## src/rtl/ula_sequencer_pkg.sv

```systemverilog
// Shared definitions for the TP2 ULA sequencer: widths, opcodes, field
// positions, FSM encoding and instruction field extraction helpers.
package ula_defs;

  localparam int DATA_W = 16;
  localparam int REG_AW = 3;
  localparam int REP_W  = 7;
  localparam int IMM_W  = 9;

  localparam int OPC_LSB = 13;
  localparam int RX_LSB  = 10;
  localparam int RY_LSB  = 7;

  localparam logic [2:0] OP_ADD  = 3'b000;
  localparam logic [2:0] OP_SUB  = 3'b001;
  localparam logic [2:0] OP_NAND = 3'b010;
  localparam logic [2:0] OP_OUT  = 3'b100;
  localparam logic [2:0] OP_LDI  = 3'b101;
  localparam logic [2:0] OP_REP  = 3'b111;

  localparam logic [2:0] OPSEL_PASS = 3'b100;

  typedef enum logic [1:0] {
    IDLE    = 2'd0,
    EXEC    = 2'd1,
    WB      = 2'd2,
    REP_CHK = 2'd3
  } state_t;

  function automatic logic [2:0] f_opcode(input logic [DATA_W-1:0] w);
    return w[OPC_LSB +: 3];
  endfunction

  function automatic logic [REG_AW-1:0] f_rx(input logic [DATA_W-1:0] w);
    return w[RX_LSB +: REG_AW];
  endfunction

  function automatic logic [REG_AW-1:0] f_ry(input logic [DATA_W-1:0] w);
    return w[RY_LSB +: REG_AW];
  endfunction

  function automatic logic [DATA_W-1:0] f_imm(input logic [DATA_W-1:0] w);
    return {{(DATA_W-IMM_W){1'b0}}, w[IMM_W-1:0]};
  endfunction

  function automatic logic [REP_W-1:0] f_count(input logic [DATA_W-1:0] w);
    return w[REP_W-1:0];
  endfunction

endpackage

```

## src/rtl/ula_sequencer_if.sv

```systemverilog
// Instruction handshake plus register-file/ULA control bundle of the sequencer.
interface ula_sequencer_if;
  import ula_defs::*;

  logic [DATA_W-1:0] instr;
  logic              instr_valid;
  logic              instr_ready;
  logic [REG_AW-1:0] rx_addr;
  logic [REG_AW-1:0] ry_addr;
  logic [2:0]        op_select;
  logic [DATA_W-1:0] imm_value;
  logic              imm_sel;
  logic              wr_en;
  logic [REG_AW-1:0] wr_addr;
  logic              out_en;
  logic              busy;
  logic              illegal;

  modport master (
    output instr, instr_valid,
    input  instr_ready, rx_addr, ry_addr, op_select, imm_value, imm_sel,
           wr_en, wr_addr, out_en, busy, illegal
  );

  modport slave (
    input  instr, instr_valid,
    output instr_ready, rx_addr, ry_addr, op_select, imm_value, imm_sel,
           wr_en, wr_addr, out_en, busy, illegal
  );

endinterface

```

## src/rtl/ula_sequencer_decode.sv

```systemverilog
// Combinational opcode classification for the ULA sequencer.
module ula_decode
  import ula_defs::*;
(
  input  logic [2:0] opcode,
  output logic       is_alu,
  output logic       is_out,
  output logic       is_ldi,
  output logic       is_rep,
  output logic       is_illegal,
  output logic       writes_reg
);

  // Opcode class decode; 011 and 110 fall to the illegal default.
  always_comb begin
    is_alu     = 1'b0;
    is_out     = 1'b0;
    is_ldi     = 1'b0;
    is_rep     = 1'b0;
    is_illegal = 1'b0;
    case (opcode)
      OP_ADD, OP_SUB, OP_NAND: is_alu = 1'b1;
      OP_OUT:                  is_out = 1'b1;
      OP_LDI:                  is_ldi = 1'b1;
      OP_REP:                  is_rep = 1'b1;
      default:                 is_illegal = 1'b1;
    endcase
    writes_reg = is_alu | is_ldi;
  end

endmodule

```

## src/rtl/ula_sequencer.sv

```systemverilog
// Multi-cycle sequencer for the TP2 ULA and register file, including the
// rep opcode that replays the last executed instruction a counted number of times.
module ula_sequencer
  import ula_defs::*;
(
  input  logic            clock,
  input  logic            reset,
  ula_sequencer_if.slave  bus
);

  state_t            state_r;
  logic [DATA_W-1:0] exec_r;
  logic [DATA_W-1:0] last_r;
  logic              have_last_r;
  logic              in_rep_r;
  logic [REP_W-1:0]  count_r;

  logic              exec_rep_r;
  logic              exec_wr_r;
  logic              exec_ldi_r;
  logic              exec_out_r;

  logic              instr_ready_r;
  logic [REG_AW-1:0] rx_addr_r;
  logic [REG_AW-1:0] ry_addr_r;
  logic [2:0]        op_select_r;
  logic [DATA_W-1:0] imm_value_r;
  logic              imm_sel_r;
  logic              wr_en_r;
  logic [REG_AW-1:0] wr_addr_r;
  logic              out_en_r;
  logic              busy_r;
  logic              illegal_r;

  logic              load_s;
  logic [DATA_W-1:0] load_word_s;
  logic [2:0]        load_opc_s;
  logic              dec_alu_s;
  logic              dec_out_s;
  logic              dec_ldi_s;
  logic              dec_rep_s;
  logic              dec_ill_s;
  logic              dec_wr_s;

  // Select the word entering EXEC: a fresh instruction from IDLE or the replayed one from REP_CHK.
  always_comb begin
    load_s      = 1'b0;
    load_word_s = last_r;
    if (state_r == IDLE) begin
      load_word_s = bus.instr;
      load_s      = bus.instr_valid & instr_ready_r;
    end else if (state_r == REP_CHK) begin
      load_word_s = last_r;
      load_s      = have_last_r & (count_r != {REP_W{1'b0}});
    end else begin
      load_word_s = last_r;
      load_s      = 1'b0;
    end
    load_opc_s = f_opcode(load_word_s);
  end

  ula_decode u_decode (
    .opcode     (load_opc_s),
    .is_alu     (dec_alu_s),
    .is_out     (dec_out_s),
    .is_ldi     (dec_ldi_s),
    .is_rep     (dec_rep_s),
    .is_illegal (dec_ill_s),
    .writes_reg (dec_wr_s)
  );

  // Sequencer FSM with registered control outputs, latches and rep counter.
  always_ff @(posedge clock) begin
    if (reset) begin
      state_r       <= IDLE;
      exec_r        <= {DATA_W{1'b0}};
      last_r        <= {DATA_W{1'b0}};
      have_last_r   <= 1'b0;
      in_rep_r      <= 1'b0;
      count_r       <= {REP_W{1'b0}};
      exec_rep_r    <= 1'b0;
      exec_wr_r     <= 1'b0;
      exec_ldi_r    <= 1'b0;
      exec_out_r    <= 1'b0;
      instr_ready_r <= 1'b1;
      rx_addr_r     <= {REG_AW{1'b0}};
      ry_addr_r     <= {REG_AW{1'b0}};
      op_select_r   <= OPSEL_PASS;
      imm_value_r   <= {DATA_W{1'b0}};
      imm_sel_r     <= 1'b0;
      wr_en_r       <= 1'b0;
      wr_addr_r     <= {REG_AW{1'b0}};
      out_en_r      <= 1'b0;
      busy_r        <= 1'b0;
      illegal_r     <= 1'b0;
    end else begin
      case (state_r)
        IDLE: begin
          if (load_s) begin
            state_r       <= EXEC;
            instr_ready_r <= 1'b0;
            busy_r        <= 1'b1;
          end
        end
        EXEC: begin
          illegal_r <= 1'b0;
          if (illegal_r) begin
            state_r       <= IDLE;
            in_rep_r      <= 1'b0;
            instr_ready_r <= 1'b1;
            busy_r        <= 1'b0;
          end else if (exec_rep_r) begin
            state_r  <= REP_CHK;
            count_r  <= f_count(exec_r);
            in_rep_r <= 1'b1;
          end else begin
            state_r   <= WB;
            wr_en_r   <= exec_wr_r;
            wr_addr_r <= rx_addr_r;
            imm_sel_r <= exec_ldi_r;
            out_en_r  <= exec_out_r;
          end
        end
        WB: begin
          wr_en_r     <= 1'b0;
          out_en_r    <= 1'b0;
          imm_sel_r   <= 1'b0;
          last_r      <= exec_r;
          have_last_r <= 1'b1;
          if (in_rep_r) begin
            state_r <= REP_CHK;
          end else begin
            state_r       <= IDLE;
            instr_ready_r <= 1'b1;
            busy_r        <= 1'b0;
          end
        end
        REP_CHK: begin
          if (load_s) begin
            state_r <= EXEC;
            count_r <= count_r - {{(REP_W-1){1'b0}}, 1'b1};
          end else begin
            state_r       <= IDLE;
            in_rep_r      <= 1'b0;
            instr_ready_r <= 1'b1;
            busy_r        <= 1'b0;
          end
        end
        default: begin
          state_r       <= IDLE;
          instr_ready_r <= 1'b1;
          busy_r        <= 1'b0;
        end
      endcase

      // Operand fields are captured on entry to EXEC and held through WB.
      if (load_s) begin
        exec_r      <= load_word_s;
        rx_addr_r   <= f_rx(load_word_s);
        ry_addr_r   <= f_ry(load_word_s);
        op_select_r <= dec_alu_s ? load_opc_s : OPSEL_PASS;
        imm_value_r <= f_imm(load_word_s);
        illegal_r   <= dec_ill_s;
        exec_rep_r  <= dec_rep_s;
        exec_wr_r   <= dec_wr_s;
        exec_ldi_r  <= dec_ldi_s;
        exec_out_r  <= dec_out_s;
      end
    end
  end

  assign bus.instr_ready = instr_ready_r;
  assign bus.rx_addr     = rx_addr_r;
  assign bus.ry_addr     = ry_addr_r;
  assign bus.op_select   = op_select_r;
  assign bus.imm_value   = imm_value_r;
  assign bus.imm_sel     = imm_sel_r;
  assign bus.wr_en       = wr_en_r;
  assign bus.wr_addr     = wr_addr_r;
  assign bus.out_en      = out_en_r;
  assign bus.busy        = busy_r;
  assign bus.illegal     = illegal_r;

endmodule

```

## src/flat_wrapper.sv

```systemverilog
// flat-port wrapper written by rule: the top's interface ports become plain ports
module ula_sequencer_flat import ula_defs::*;
  (clock, reset, bus_instr, bus_instr_valid, bus_instr_ready, bus_rx_addr, bus_ry_addr, bus_op_select, bus_imm_value, bus_imm_sel, bus_wr_en, bus_wr_addr, bus_out_en, bus_busy, bus_illegal);
  ula_sequencer_if bus_i ();
  input  logic clock;
  input  logic reset;
  input wire logic [$bits(bus_i.instr)-1:0] bus_instr;
  input wire logic [$bits(bus_i.instr_valid)-1:0] bus_instr_valid;
  output wire logic [$bits(bus_i.instr_ready)-1:0] bus_instr_ready;
  output wire logic [$bits(bus_i.rx_addr)-1:0] bus_rx_addr;
  output wire logic [$bits(bus_i.ry_addr)-1:0] bus_ry_addr;
  output wire logic [$bits(bus_i.op_select)-1:0] bus_op_select;
  output wire logic [$bits(bus_i.imm_value)-1:0] bus_imm_value;
  output wire logic [$bits(bus_i.imm_sel)-1:0] bus_imm_sel;
  output wire logic [$bits(bus_i.wr_en)-1:0] bus_wr_en;
  output wire logic [$bits(bus_i.wr_addr)-1:0] bus_wr_addr;
  output wire logic [$bits(bus_i.out_en)-1:0] bus_out_en;
  output wire logic [$bits(bus_i.busy)-1:0] bus_busy;
  output wire logic [$bits(bus_i.illegal)-1:0] bus_illegal;
  assign bus_i.instr = bus_instr;
  assign bus_i.instr_valid = bus_instr_valid;
  assign bus_instr_ready = bus_i.instr_ready;
  assign bus_rx_addr = bus_i.rx_addr;
  assign bus_ry_addr = bus_i.ry_addr;
  assign bus_op_select = bus_i.op_select;
  assign bus_imm_value = bus_i.imm_value;
  assign bus_imm_sel = bus_i.imm_sel;
  assign bus_wr_en = bus_i.wr_en;
  assign bus_wr_addr = bus_i.wr_addr;
  assign bus_out_en = bus_i.out_en;
  assign bus_busy = bus_i.busy;
  assign bus_illegal = bus_i.illegal;
  ula_sequencer u_core (.clock(clock), .reset(reset), .bus(bus_i));
endmodule
```

## config.mk

```make
export PLATFORM = sky130hd
export DESIGN_NAME = ula_sequencer_flat
export DESIGN_NICKNAME = d
export VERILOG_FILES = /design/src/rtl/ula_sequencer_pkg.sv /design/src/rtl/ula_sequencer_if.sv /design/src/rtl/ula_sequencer_decode.sv /design/src/rtl/ula_sequencer.sv /design/src/flat_wrapper.sv
export SDC_FILE = /design/constraint.sdc
export NUM_CORES = 1
export LEC_CHECK = 0
export CAP_MARGIN = 20
export CORE_MARGIN = 2
export CORE_UTILIZATION = 30
export DETAILED_ROUTE_END_ITERATION = 10
export GPL_TIMING_DRIVEN = 0
export PLACE_DENSITY = 0.6
export SETUP_SLACK_MARGIN = 0.02
export SYNTH_ARGS = -nofsm -noshare
export SYNTH_HDL_FRONTEND = slang
export SYNTH_SLANG_ARGS = --single-unit
```

## constraint.sdc

```tcl
create_clock -name clock -period 5.1 [get_ports clock]
set_clock_uncertainty 0.05 [all_clocks]
set_input_delay 0.51 -clock clock [delete_from_list [all_inputs] [get_ports clock]]
set_output_delay 0.51 -clock clock [all_outputs]
set_load 0.03 [all_outputs]
```

==> results of run 1 <==
==> power by group <==
part / internal [uW] / switching (uW) / leakage, uW / total, uW
Combinational: 155 / 236 / 0.000778 / 391
Sequential: 499 / 33.1 / 0.000480 / 532
Clock: 249 / 184 / 0.0000995 / 433
Total: 903 / 453 / 0.00136 / 1360
==> routing by layer <==
layer	vias up	wire (um)	track usage
li1	1369	-	-
met1	1342	3820	0.230
met2	115	4120	0.266
met3	9	647	0.0431
met4	0	99	0.0615
met5	-	0	0
==> worst max-delay path: cells and delay by family <==
| kind | cells | cell delay, ns |
|---|---|---|
| and+or+nand+nor | 3 | 0.82 |
| buffers and inverters | 2 | 1.04 |
| AOI/OAI and AO/OA | 1 | 0.25 |
==> worst min path at each step <==
stage                      startpoint            endpoint  slack, ns
floorplan           u_core.exec_ldi_r  u_core.bus.imm_sel       0.38
global placement     u_core.last_r[6]    u_core.last_r[6]       0.39
detailed placement   u_core.last_r[3]    u_core.last_r[3]       0.39
CTS                  u_core.last_r[3]    u_core.last_r[3]       0.40
global route         u_core.last_r[3]    u_core.last_r[3]       0.42
finish              u_core.exec_ldi_r  u_core.bus.imm_sel       0.40
==> logic make-up (layout without fill, tap and decap cells) <==
logic type / after synthesis / after routing
mux: 6 / 6
compound gates: 103 / 103
fa+ha+maj: 1 / 1
other cells: 1 / 7
buf+inv: 54 / 115
simple gates: 127 / 127
flops: 59 / 59
xor+xnor: 1 / 1
==> sequential cells by signal (all words and copies together), names as in the netlist, 2 cells and up <==
register,count
u_core.bus.op_select,3
u_core.state_r,2
u_core.bus.rx_addr,2
u_core.count_r,7
u_core.last_r,16
u_core.bus.wr_addr,3
u_core.exec_r,14
==> through the flow <==
stage,power (uW),hold slack [ns],instances,cell area [um^2],util
floorplan,795,0.382,358,2910,-
global placement,924,0.388,532,3520,0.379
detailed placement,930,0.394,533,3520,0.380
CTS,1360,0.402,548,3720,0.401
global route,1410,0.415,548,3720,0.401
finish,1360,0.400,548,3720,0.401
==> cells in the final DEF (no fill, tap or decap), types with 2 or more instances in the layout <==
cell type,n
sky130_fd_sc_hd__a211oi_2,3
sky130_fd_sc_hd__a21oi_1,36
sky130_fd_sc_hd__a221oi_1,4
sky130_fd_sc_hd__a22oi_1,2
sky130_fd_sc_hd__a311oi_1,7
sky130_fd_sc_hd__a311oi_2,7
sky130_fd_sc_hd__a31o_1,3
sky130_fd_sc_hd__and3_1,3
sky130_fd_sc_hd__buf_2,8
sky130_fd_sc_hd__buf_4,23
sky130_fd_sc_hd__clkbuf_1,19
sky130_fd_sc_hd__clkbuf_8,11
sky130_fd_sc_hd__clkdlybuf4s50_1,45
sky130_fd_sc_hd__conb_1,7
sky130_fd_sc_hd__dfxtp_1,59
sky130_fd_sc_hd__inv_1,5
sky130_fd_sc_hd__mux2_2,3
sky130_fd_sc_hd__mux2i_1,3
sky130_fd_sc_hd__nand2_1,66
sky130_fd_sc_hd__nand3_1,12
sky130_fd_sc_hd__nor2_1,16
sky130_fd_sc_hd__nor3_1,20
sky130_fd_sc_hd__o2111ai_1,6
sky130_fd_sc_hd__o21ai_0,17
sky130_fd_sc_hd__o21ai_1,2
sky130_fd_sc_hd__o22ai_1,4
sky130_fd_sc_hd__o32ai_1,2
sky130_fd_sc_hd__or4_1,2
==> layout make-up <==
class	count	area [um^2]
Fill cell	965	5570
Multi-Input combinational cell	245	1420
Sequential cell	59	1180
Timing Repair Buffer	46	455
Buffer	49	287
Tap cell	129	161
Clock buffer	13	159
Clock inverter	2	35.0
Inverter	5	18.8
==> impl_metrics.prom, run 1 <==
# TYPE chip_impl_metric gauge
chip_impl_info{name="outcome",value="finished clean"} 1
chip_impl_info{name="grt_setup_unrepaired",value="no"} 1
chip_impl_metric{name="worst_hold_path.num_cells",unit=""} 2
chip_impl_metric{name="i_o_buffers",unit=""} 45
chip_impl_metric{name="depth_of_the_most_critical_reg_to_reg_path",unit=""} 8
chip_impl_info{name="dominantRegCellSynth",value="sky130_fd_sc_hd__dfxtp_1"} 1
chip_impl_metric{name="htreeDepth",unit=""} 3
chip_impl_metric{name="drt_wl_total",unit="um"} 8680
chip_impl_info{name="synth_top_cells_by_count",value="sky130_fd_sc_hd__nand2_1, sky130_fd_sc_hd__dfxtp_1, sky130_fd_sc_hd__a21oi_1, sky130_fd_sc_hd__buf_4, sky130_fd_sc_hd__nor3_1"} 1
chip_impl_metric{name="route.detailed.vias_per_inst",unit=""} 5.17
chip_impl_metric{name="i_o_pin_total",unit=""} 53
chip_impl_metric{name="routed_length_per_placed_instance",unit="um"} 15.8
chip_impl_metric{name="place_hpwl",unit="um"} 5990
chip_impl_metric{name="synthCells",unit=""} 352
chip_impl_metric{name="fin_ws",unit="ns"} 2.69
chip_impl_metric{name="detailedRoute.firstIterationViolations",unit=""} 251
chip_impl_metric{name="drive_above_1_share",unit=""} 0.148
chip_impl_metric{name="max_clock_freq",unit="MHz"} 415
chip_impl_metric{name="ir_worst_vdd",unit="mV"} 0.186
chip_impl_info{name="worst_path_max_delay_cell",value="sky130_fd_sc_hd__nor3_1"} 1
chip_impl_metric{name="regToRegSetupSlack",unit="ns"} 2.89
chip_impl_metric{name="post_synthesis_xor_xnor_area_fraction",unit=""} 0.00304
chip_impl_metric{name="synth.yosys.seq_area_share",unit=""} 0.409
chip_impl_metric{name="grt_overflow_total",unit=""} 0
chip_impl_info{name="synth_top_cells_by_area",value="sky130_fd_sc_hd__dfxtp_1, sky130_fd_sc_hd__nand2_1, sky130_fd_sc_hd__a21oi_1"} 1
chip_impl_info{name="r2r_start",value="u_core.count_r[0]"} 1
chip_impl_metric{name="power_per_cell_area",unit="nW/um^2"} 365
chip_impl_metric{name="fin_setup_tns",unit="ns"} 0
chip_impl_metric{name="finalMaxSlewViolations",unit=""} 0
chip_impl_metric{name="std_cell_rows",unit=""} 35
chip_impl_metric{name="clock_insertion_delay_at_the_later_pin_of_the_skew_report",unit="ns"} 0.34
chip_impl_info{name="timing.critical_path.from",value="bus_instr_valid"} 1
chip_impl_metric{name="num_vias",unit=""} 2835
chip_impl_metric{name="finalNetCount",unit=""} 435
chip_impl_metric{name="clk_path_buf_depth",unit=""} 2
chip_impl_info{name="yosysTopAreaCell",value="sky130_fd_sc_hd__dfxtp_1"} 1
chip_impl_metric{name="width_of_the_chip",unit="um"} 102
chip_impl_metric{name="start_util",unit=""} 0.311
chip_impl_metric{name="synth-async-reset-ratio",unit=""} 0
chip_impl_metric{name="crit_path_max_cell_delay",unit="ns"} 0.59
chip_impl_metric{name="clk_transition_reported_paths",unit="ns"} 0.06
chip_impl_info{name="combinational_family_with_the_most_area_after_synthesis",value="compound AO/OA/AOI/OAI gates"} 1
chip_impl_metric{name="synthSimpleGateAreaFrac",unit=""} 0.196
chip_impl_metric{name="grt_pass1_wl",unit="um"} 13700
chip_impl_metric{name="critPathMaxFanout",unit=""} 10
chip_impl_metric{name="postRouteAntennaNets",unit=""} 0
chip_impl_metric{name="remaining_drc_errors",unit=""} 0
chip_impl_metric{name="synth_edf_count",unit=""} 0
chip_impl_metric{name="postCtsHoldBufs",unit=""} 0
chip_impl_metric{name="final_worst_path_period_share",unit=""} 0.472
chip_impl_metric{name="die_area",unit="um^2"} 10400
chip_impl_metric{name="synth_compound_gate_area_share",unit=""} 0.258
chip_impl_metric{name="numCtsBuffers",unit=""} 9
chip_impl_metric{name="synth_cell_types",unit=""} 48
chip_impl_metric{name="grt_usage",unit=""} 0.171
chip_impl_metric{name="synth_mux_area_frac",unit=""} 0.0221
chip_impl_metric{name="max_cap_viols",unit=""} 0
chip_impl_metric{name="cp_data_required_time",unit="ns"} 5.30
chip_impl_metric{name="critPathArrivalTime",unit="ns"} 2.61
chip_impl_info{name="post-synth-top-count-cell",value="sky130_fd_sc_hd__nand2_1"} 1
chip_impl_info{name="critPathCaptureType",value="flip-flop"} 1
chip_impl_metric{name="max_slew_margin",unit=""} 0.490
chip_impl_info{name="timing.critical_path.from_type",value="input port"} 1
chip_impl_metric{name="grt_start_max_net_pins",unit=""} 11
chip_impl_metric{name="count_of_instances_resized_after_the_clock_tree_is_built",unit=""} 0
chip_impl_metric{name="layout-area-overhead-vs-synth",unit="%"} 28.9
chip_impl_metric{name="p_leak",unit="uW"} 0.00136
chip_impl_metric{name="yosysWarnings",unit=""} 0
chip_impl_metric{name="netlist.area_leader.share",unit=""} 0.409
chip_impl_info{name="crit_path_frequent_cell",value="sky130_fd_sc_hd__nor3_1"} 1
chip_impl_metric{name="synthAdderAreaFrac",unit=""} 0.00434
chip_impl_info{name="worstPathCellList",value="clkdlybuf4s50_1 -> nand2_1 -> nor3_1 -> clkbuf_1 -> nor3_1 -> a311oi_2"} 1
chip_impl_metric{name="core-area",unit="um^2"} 9280
chip_impl_info{name="worstHoldPathType",value="reg -> reg"} 1
chip_impl_metric{name="synth.ff_latch_count",unit=""} 59
chip_impl_metric{name="die_h",unit="um"} 102
chip_impl_metric{name="post_cts.repair.setup_buffers",unit=""} 0
chip_impl_info{name="tritoncts",value="yes"} 1
chip_impl_info{name="critPathCapture",value="u_core.exec_r[9]"} 1
chip_impl_metric{name="timing_hold_violations_final",unit=""} 0
chip_impl_metric{name="number_of_antenna_violations_at_the_first_check_in_global_routing",unit=""} 0
chip_impl_metric{name="first_global_vias",unit=""} 2585
chip_impl_metric{name="detailedRoute.firstPassIterationCount",unit=""} 5
chip_impl_metric{name="period_minus_slack",unit="ns"} 2.41
chip_impl_metric{name="n_antenna_cell",unit=""} 0
chip_impl_metric{name="tritoncts_num_sinks",unit=""} 59
chip_impl_info{name="timing_worst_setup_path_type",value="in -> reg"} 1
chip_impl_info{name="cts_root_buf",value="sky130_fd_sc_hd__clkbuf_8"} 1
chip_impl_metric{name="report.final.setup_viol",unit=""} 0
chip_impl_metric{name="pre_cts_ws",unit="ns"} 2.41
chip_impl_metric{name="post_synth.cell_area_avg",unit="um^2"} 8.20
chip_impl_metric{name="worst_pin_slew",unit="ns"} 0.765
chip_impl_info{name="crit-reg2reg-capture",value="u_core.state_r[0]"} 1
chip_impl_metric{name="placer_s_final_routability_congestion_estimate",unit=""} 0.891
chip_impl_metric{name="synthesis.area",unit="um^2"} 2890
No activity file was read; power rests on OpenSTA's default activity.
==> run 2: changes to the inputs <==
Clock period 5.1 ns to 2.28 ns, I/O delays scaled along.
==> run 2 against run 1 <==
Effect of this change: register-to-register slack got worse by 2.8 ns; via count decreased by 0.39%; first-iteration DRC count decreased by 10%; core utilization increased by 0.43 points; power increased by 120%; wire length increased by 0.37%; sequential share of layout area decreased by 0.34 points; non-clock buffer count increased by 2; count of clock-buffer cells in the layout unchanged; flip-flop and latch count unchanged; design area increased by 1.1%; global-route usage unchanged; critical path type is now reg -> reg; largest cell class unchanged.
==> impl_metrics.prom, run 2 (synthesis gave the netlist of run 1 again) <==
# TYPE chip_impl_metric gauge
chip_impl_info{name="grt_setup_unrepaired",value="yes"} 1
chip_impl_metric{name="cp_data_required_time",unit="ns"} 2.43
chip_impl_metric{name="layout-area-overhead-vs-synth",unit="%"} 30.3
chip_impl_info{name="layout_common_cells",value="sky130_fd_sc_hd__nand2_1, sky130_fd_sc_hd__dfxtp_1, sky130_fd_sc_hd__clkdlybuf4s50_1, sky130_fd_sc_hd__a21oi_1, sky130_fd_sc_hd__buf_4"} 1
chip_impl_metric{name="placed_cells_incl_taps",unit=""} 533
chip_impl_metric{name="detailedRoute.firstIterationViolations",unit=""} 226
chip_impl_metric{name="max_clock_freq",unit="MHz"} 463
chip_impl_info{name="worstPathCellList",value="inv_1 -> ha_1 -> or4b_1 -> buf_2 -> o21a_1 -> buf_2 -> nor3_1 -> a311oi_2"} 1
chip_impl_metric{name="num_vias",unit=""} 2824
chip_impl_metric{name="placer_s_final_routability_congestion_estimate",unit=""} 0.891
chip_impl_metric{name="grt_overflow_total",unit=""} 0
chip_impl_metric{name="postCtsHoldBufs",unit=""} 0
chip_impl_metric{name="regToRegSetupSlack",unit="ns"} 0.12
chip_impl_metric{name="width_of_the_chip",unit="um"} 102
chip_impl_metric{name="numCtsBuffers",unit=""} 9
chip_impl_metric{name="number_of_antenna_violations_at_the_first_check_in_global_routing",unit=""} 0
chip_impl_metric{name="drt_wl_total",unit="um"} 8710
chip_impl_metric{name="report.final.setup_viol",unit=""} 0
chip_impl_metric{name="ir_worst_vdd",unit="mV"} 0.426
chip_impl_metric{name="post_layout_instance_count_excluding_filler_cells",unit=""} 550
chip_impl_metric{name="finalNetCount",unit=""} 437
chip_impl_metric{name="clk_transition_reported_paths",unit="ns"} 0.07
chip_impl_metric{name="number_of_flip_flops_in_the_largest_register",unit=""} 16
chip_impl_metric{name="n_antenna_cell",unit=""} 0
chip_impl_metric{name="postRouteAntennaNets",unit=""} 0
chip_impl_metric{name="routed_length_per_placed_instance",unit="um"} 15.8
chip_impl_metric{name="timing_hold_violations_final",unit=""} 0
chip_impl_info{name="final_common_cell",value="sky130_fd_sc_hd__nand2_1"} 1
chip_impl_metric{name="grt_pass1_wl",unit="um"} 13700
chip_impl_metric{name="p_leak",unit="uW"} 0.00137
chip_impl_info{name="critPathCaptureType",value="flip-flop"} 1
chip_impl_metric{name="i_o_pin_total",unit=""} 53
chip_impl_metric{name="htreeDepth",unit=""} 3
chip_impl_info{name="worst_path_max_delay_cell",value="sky130_fd_sc_hd__or4b_1"} 1
chip_impl_metric{name="drive_above_1_share",unit=""} 0.164
chip_impl_metric{name="first_global_vias",unit=""} 2585
chip_impl_info{name="tritoncts",value="yes"} 1
chip_impl_metric{name="max_slew_margin",unit=""} 0.507
chip_impl_metric{name="clock_insertion_delay_at_the_later_pin_of_the_skew_report",unit="ns"} 0.35
chip_impl_metric{name="finalMaxSlewViolations",unit=""} 0
chip_impl_metric{name="depth_of_the_most_critical_reg_to_reg_path",unit=""} 8
chip_impl_metric{name="std_cell_rows",unit=""} 35
chip_impl_metric{name="i_o_buffers",unit=""} 45
chip_impl_info{name="timing_worst_setup_path_type",value="reg -> reg"} 1
chip_impl_info{name="crit_path_frequent_cell",value="sky130_fd_sc_hd__buf_2"} 1
chip_impl_metric{name="critPathArrivalTime",unit="ns"} 2.31
chip_impl_metric{name="remaining_drc_errors",unit=""} 0
chip_impl_metric{name="route.detailed.vias_per_inst",unit=""} 5.13
chip_impl_metric{name="detailedRoute.firstPassIterationCount",unit=""} 4
chip_impl_metric{name="grt_usage",unit=""} 0.171
chip_impl_info{name="cts_root_buf",value="sky130_fd_sc_hd__clkbuf_8"} 1
chip_impl_metric{name="core-area",unit="um^2"} 9280
chip_impl_metric{name="place_hpwl",unit="um"} 5990
chip_impl_metric{name="max_cap_viols",unit=""} 0
chip_impl_metric{name="pre_cts_ws",unit="ns"} -0.131
chip_impl_metric{name="critPathMaxFanout",unit=""} 10
chip_impl_metric{name="tritoncts_num_sinks",unit=""} 59
chip_impl_metric{name="final_core_utilization",unit=""} 0.405
chip_impl_metric{name="crit_path_max_cell_delay",unit="ns"} 0.43
chip_impl_metric{name="worst_hold_path.num_cells",unit=""} 2
chip_impl_metric{name="clk_path_buf_depth",unit=""} 2
chip_impl_metric{name="fill_cells",unit=""} 964
chip_impl_info{name="registers.top_by_ff_count",value="u_core.last_r"} 1
chip_impl_info{name="timing.critical_path.from_type",value="flip-flop"} 1
chip_impl_metric{name="die_area",unit="um^2"} 10400
chip_impl_metric{name="period_minus_slack",unit="ns"} 2.16
chip_impl_metric{name="die_h",unit="um"} 102
chip_impl_metric{name="worst_pin_slew",unit="ns"} 0.733
chip_impl_metric{name="final_worst_path_period_share",unit=""} 0.947
chip_impl_metric{name="fin_ws",unit="ns"} 0.120
chip_impl_metric{name="grt_start_max_net_pins",unit=""} 11
chip_impl_metric{name="finalPower",unit="uW"} 3040
chip_impl_info{name="outcome",value="finished clean"} 1
chip_impl_info{name="worstHoldPathType",value="reg -> reg"} 1
chip_impl_metric{name="power_per_cell_area",unit="nW/um^2"} 809
chip_impl_metric{name="start_util",unit=""} 0.311
chip_impl_info{name="top_flop_regs",value="u_core.last_r x16, u_core.exec_r x14, u_core.count_r x7"} 1
[run 2: layout make-up]
cell class / count / area, um^2 / share of cell area
inverters: 5 / 18.8 / 0.00499
multi-input cells: 245 / 1450 / 0.385
clock buffers: 13 / 159 / 0.0423
clock inverters: 2 / 35.0 / 0.00932
flip-flops and latches: 59 / 1180 / 0.314
repair buffers: 48 / 470 / 0.125
well taps: 129 / 161 / 0.0429
plain buffers: 49 / 287 / 0.0762
[run 2: worst max-delay path: cells and delay by family, from the launching register on]
family	cells	cell delay, ns
compound gates	2	0.27
fa+ha+maj	1	0.20
buf+inv	3	0.46
simple gates	2	0.68
flops	1	0.33
[run 2: metrics by stage]
step	hold WS [ns]	TNS [ns]	instance area, um^2
finish	0.400	0	3760
global route	0.415	0	3760
CTS	0.402	0	3720
detailed placement	0.394	-1.23	3520
global placement	0.388	-0.854	3520
floorplan	0.343	0	2910
[run 2: final timing paths]
check	from	end
hold reg to reg	u_core.exec_ldi_r	u_core.bus.imm_sel
setup / recovery	u_core.count_r[0]	u_core.exec_r[12]
hold / removal	u_core.exec_ldi_r	u_core.bus.imm_sel
setup reg to reg	u_core.count_r[0]	u_core.exec_r[12]
[run 2: metal layers]
| metal | wire length, um | track usage | vias up |
|---|---|---|---|
| met3 | 608 | 0.0431 | 13 |
| li1 | - | - | 1373 |
| met1 | 3830 | 0.230 | 1337 |
| met2 | 4150 | 0.266 | 101 |
| met4 | 122 | 0.0615 | 0 |
| met5 | 0 | 0 | - |
[run 2: where the power goes]
group / leakage [uW] / internal [uW] / switching, uW
clock: 0.0000995 / 557 / 410
combinational: 0.000792 / 350 / 532
sequential: 0.000480 / 1120 / 75.1
total: 0.00137 / 2020 / 1020
[run 2: repair_timing]
action	CTS	global route
gates resized for setup	0	5
endpoints found under the hold margin	0	0
buffers inserted	0	2
setup endpoints to repair	0	13
==> run 3: changes to the inputs <==
Settings changed: CTS_CLUSTER_SIZE from default to 12, SLEW_MARGIN from default to 20.
==> run 3 against run 2 <==
Effect of this change: maximum frequency about the same; combinational power up 2.4%; non-clock buffer count down 1; die area unchanged; final cell count unchanged; power up 8.0%; first-iteration DRC count down 4.0%; critical path type unchanged; largest cell class unchanged.
==> impl_metrics.prom, run 3 (synthesis gave the netlist of run 1 again) <==
# TYPE chip_impl_metric gauge
chip_impl_metric{name="crit_path_max_cell_delay",unit="ns"} 0.43
chip_impl_metric{name="report.final.setup_viol",unit=""} 0
chip_impl_metric{name="critical_path_cell_count",unit=""} 8
chip_impl_metric{name="tritoncts_num_sinks",unit=""} 59
chip_impl_metric{name="postRouteAntennaNets",unit=""} 0
chip_impl_metric{name="p_leak",unit="uW"} 0.00140
chip_impl_metric{name="finalMaxSlewViolations",unit=""} 0
chip_impl_metric{name="route.detailed.vias_per_inst",unit=""} 5.12
chip_impl_metric{name="ir_worst_vdd",unit="mV"} 0.402
chip_impl_info{name="tritoncts",value="yes"} 1
chip_impl_metric{name="start_util",unit=""} 0.311
chip_impl_metric{name="die_h",unit="um"} 102
chip_impl_info{name="timing_worst_setup_path_type",value="reg -> reg"} 1
chip_impl_metric{name="detailedRoute.firstPassIterationCount",unit=""} 4
chip_impl_metric{name="place_hpwl",unit="um"} 5990
chip_impl_metric{name="std_cell_rows",unit=""} 35
chip_impl_metric{name="post_layout_instance_count_excluding_filler_cells",unit=""} 550
chip_impl_metric{name="placed_cells_incl_taps",unit=""} 532
chip_impl_metric{name="placer_s_final_routability_congestion_estimate",unit=""} 0.891
chip_impl_info{name="critPathCaptureType",value="flip-flop"} 1
chip_impl_info{name="layout_common_cells",value="sky130_fd_sc_hd__nand2_1, sky130_fd_sc_hd__dfxtp_1, sky130_fd_sc_hd__clkdlybuf4s50_1, sky130_fd_sc_hd__a21oi_1, sky130_fd_sc_hd__buf_4"} 1
chip_impl_info{name="critPathTopFamily",value="simple AND/OR/NAND/NOR gates"} 1
chip_impl_metric{name="worst_pin_slew",unit="ns"} 0.741
chip_impl_metric{name="finalNetCount",unit=""} 436
chip_impl_metric{name="switching_power",unit="uW"} 1060
chip_impl_metric{name="postPlaceCellArea",unit="um^2"} 3530
chip_impl_info{name="registers.top_by_ff_count",value="u_core.last_r"} 1
chip_impl_metric{name="critPathArrivalTime",unit="ns"} 2.32
chip_impl_metric{name="number_of_antenna_violations_at_the_first_check_in_global_routing",unit=""} 0
chip_impl_metric{name="clock_insertion_delay_at_the_later_pin_of_the_skew_report",unit="ns"} 0.35
chip_impl_metric{name="die_area",unit="um^2"} 10400
chip_impl_metric{name="number_of_flip_flops_in_the_largest_register",unit=""} 16
chip_impl_metric{name="i_o_pin_total",unit=""} 53
chip_impl_metric{name="cp.buffers_inverters",unit=""} 3
chip_impl_metric{name="timing_hold_violations_final",unit=""} 0
chip_impl_metric{name="htreeDepth",unit=""} 3
chip_impl_metric{name="width_of_the_chip",unit="um"} 102
chip_impl_metric{name="max_clock_freq",unit="MHz"} 463
chip_impl_metric{name="grt_usage",unit=""} 0.174
chip_impl_metric{name="max_cap_viols",unit=""} 0
chip_impl_metric{name="remaining_drc_errors",unit=""} 0
chip_impl_metric{name="num_vias",unit=""} 2816
chip_impl_metric{name="final_core_utilization",unit=""} 0.415
chip_impl_metric{name="final_worst_path_period_share",unit=""} 0.947
chip_impl_metric{name="n_antenna_cell",unit=""} 0
chip_impl_info{name="cts_root_buf",value="sky130_fd_sc_hd__clkbuf_8"} 1
chip_impl_info{name="top_flop_regs",value="u_core.last_r x16, u_core.exec_r x14, u_core.count_r x7"} 1
chip_impl_metric{name="routed_length_per_placed_instance",unit="um"} 16.0
chip_impl_info{name="worstHoldPathType",value="reg -> reg"} 1
chip_impl_metric{name="i_o_buffers",unit=""} 45
chip_impl_metric{name="clk_transition_reported_paths",unit="ns"} 0.07
chip_impl_metric{name="share_of_total_power_in_combinational_logic",unit=""} 0.275
chip_impl_info{name="crit_path_frequent_cell",value="sky130_fd_sc_hd__buf_2"} 1
chip_impl_metric{name="grt_overflow_total",unit=""} 0
chip_impl_metric{name="critPathMaxFanout",unit=""} 10
chip_impl_metric{name="layout-area-overhead-vs-synth",unit="%"} 33.5
chip_impl_metric{name="grt_pass1_wl",unit="um"} 13800
chip_impl_info{name="outcome",value="finished clean"} 1
chip_impl_info{name="final_common_cell",value="sky130_fd_sc_hd__nand2_1"} 1
chip_impl_metric{name="clk_path_buf_depth",unit=""} 2
chip_impl_metric{name="numCtsBuffers",unit=""} 9
chip_impl_metric{name="first_global_vias",unit=""} 2618
chip_impl_info{name="grt_setup_unrepaired",value="no"} 1
chip_impl_info{name="worst_path_max_delay_cell",value="sky130_fd_sc_hd__or4b_1"} 1
chip_impl_metric{name="period_minus_slack",unit="ns"} 2.16
chip_impl_metric{name="intPower",unit="uW"} 2230
chip_impl_metric{name="share_clk_of_total_power",unit=""} 0.362
chip_impl_metric{name="netSwitchingFraction",unit=""} 0.322
chip_impl_metric{name="worst_hold_path.num_cells",unit=""} 2
chip_impl_metric{name="grt_start_max_net_pins",unit=""} 11
chip_impl_info{name="worstPathCellList",value="inv_1 -> ha_2 -> or4b_1 -> buf_2 -> o21a_1 -> buf_2 -> nor2_2 -> o32ai_1"} 1
chip_impl_metric{name="post-route-cell-area",unit="um^2"} 3850
chip_impl_metric{name="cp_data_required_time",unit="ns"} 2.45
chip_impl_metric{name="drive_above_1_share",unit=""} 0.185
chip_impl_metric{name="detailedRoute.firstIterationViolations",unit=""} 217
chip_impl_metric{name="drt_wl_total",unit="um"} 8820
chip_impl_info{name="timing.critical_path.from_type",value="flip-flop"} 1
chip_impl_metric{name="depth_of_the_most_critical_reg_to_reg_path",unit=""} 8
chip_impl_metric{name="power_per_cell_area",unit="nW/um^2"} 853
chip_impl_metric{name="seqPwrFrac",unit=""} 0.363
chip_impl_metric{name="postCtsHoldBufs",unit=""} 0
chip_impl_metric{name="core-area",unit="um^2"} 9280
chip_impl_metric{name="max_slew_margin",unit=""} 0.502
## run 3: changes by cell type in the layout (fill, tap and decap cells not counted), sizes merged
cell,previous run,this run
bufinv,1,3
clkbuf,30,28
buf,35,34
clkinv,1,2
## run 3: worst min-delay path, stage by stage, from the launching register on
cell and delay, ns:
sky130_fd_sc_hd__dfxtp_1 0.31, sky130_fd_sc_hd__nand2_1 0.05, sky130_fd_sc_hd__a21oi_1 0.05
## run 3: final cells by class
class,count,area [um^2]
clock buffer,11,141
sequential,59,1180
tap,129,161
multi-input combinational,245,1490
inverter,5,18.8
buffer,49,293
fill,974,5430
clock inverter,5,100
timing repair buffer,47,465
## run 3: through the flow
step                      total power [uW]  setup slack [ns]  hold slack [ns]  setup TNS (ns)
after floorplan                       1780             0.334            0.343               0
after global placement                2070           -0.0951            0.388          -0.854
after detailed placement              2080            -0.139            0.395           -1.29
after CTS                             3250            0.0502            0.405               0
after global routing                  3410            0.0129            0.417               0
final                                 3280             0.120            0.405               0
## run 3: routing by layer
| metal | track usage | wire [um] | up-vias |
|---|---|---|---|
| met5 | 0 | 0 | - |
| met4 | 0.0646 | 154 | 0 |
| met3 | 0.0445 | 499 | 17 |
| met2 | 0.275 | 4140 | 90 |
| met1 | 0.230 | 4020 | 1341 |
| li1 | - | - | 1368 |
## run 3: what timing repair did
| item | 4_1_cts | 5_1_grt |
|---|---|---|
| hold endpoints to repair | 0 | 0 |
| resized for setup | 0 | 18 |
| setup endpoints to repair | 0 | 25 |
| buffers inserted | 0 | 2 |
## run 3: final timing paths
check                              from                     to  slack, ns
setup reg to reg      u_core.count_r[0]      u_core.count_r[4]       0.12
hold reg to reg   u_core.bus.wr_addr[0]  u_core.bus.wr_addr[0]       0.40
setup / recovery      u_core.count_r[0]      u_core.count_r[4]       0.12
hold / removal    u_core.bus.wr_addr[0]  u_core.bus.wr_addr[0]       0.40
## run 3: power groups by stage
stage	sequential [uW]	clock (uW)	combinational, uW
6_report	1190	1190	903
5_1_grt	1200	1240	963
4_1_cts	1190	1190	872
3_5_place_dp	1210	0	869
3_3_place_gp	1210	0	857
2_1_floorplan	1220	0	556
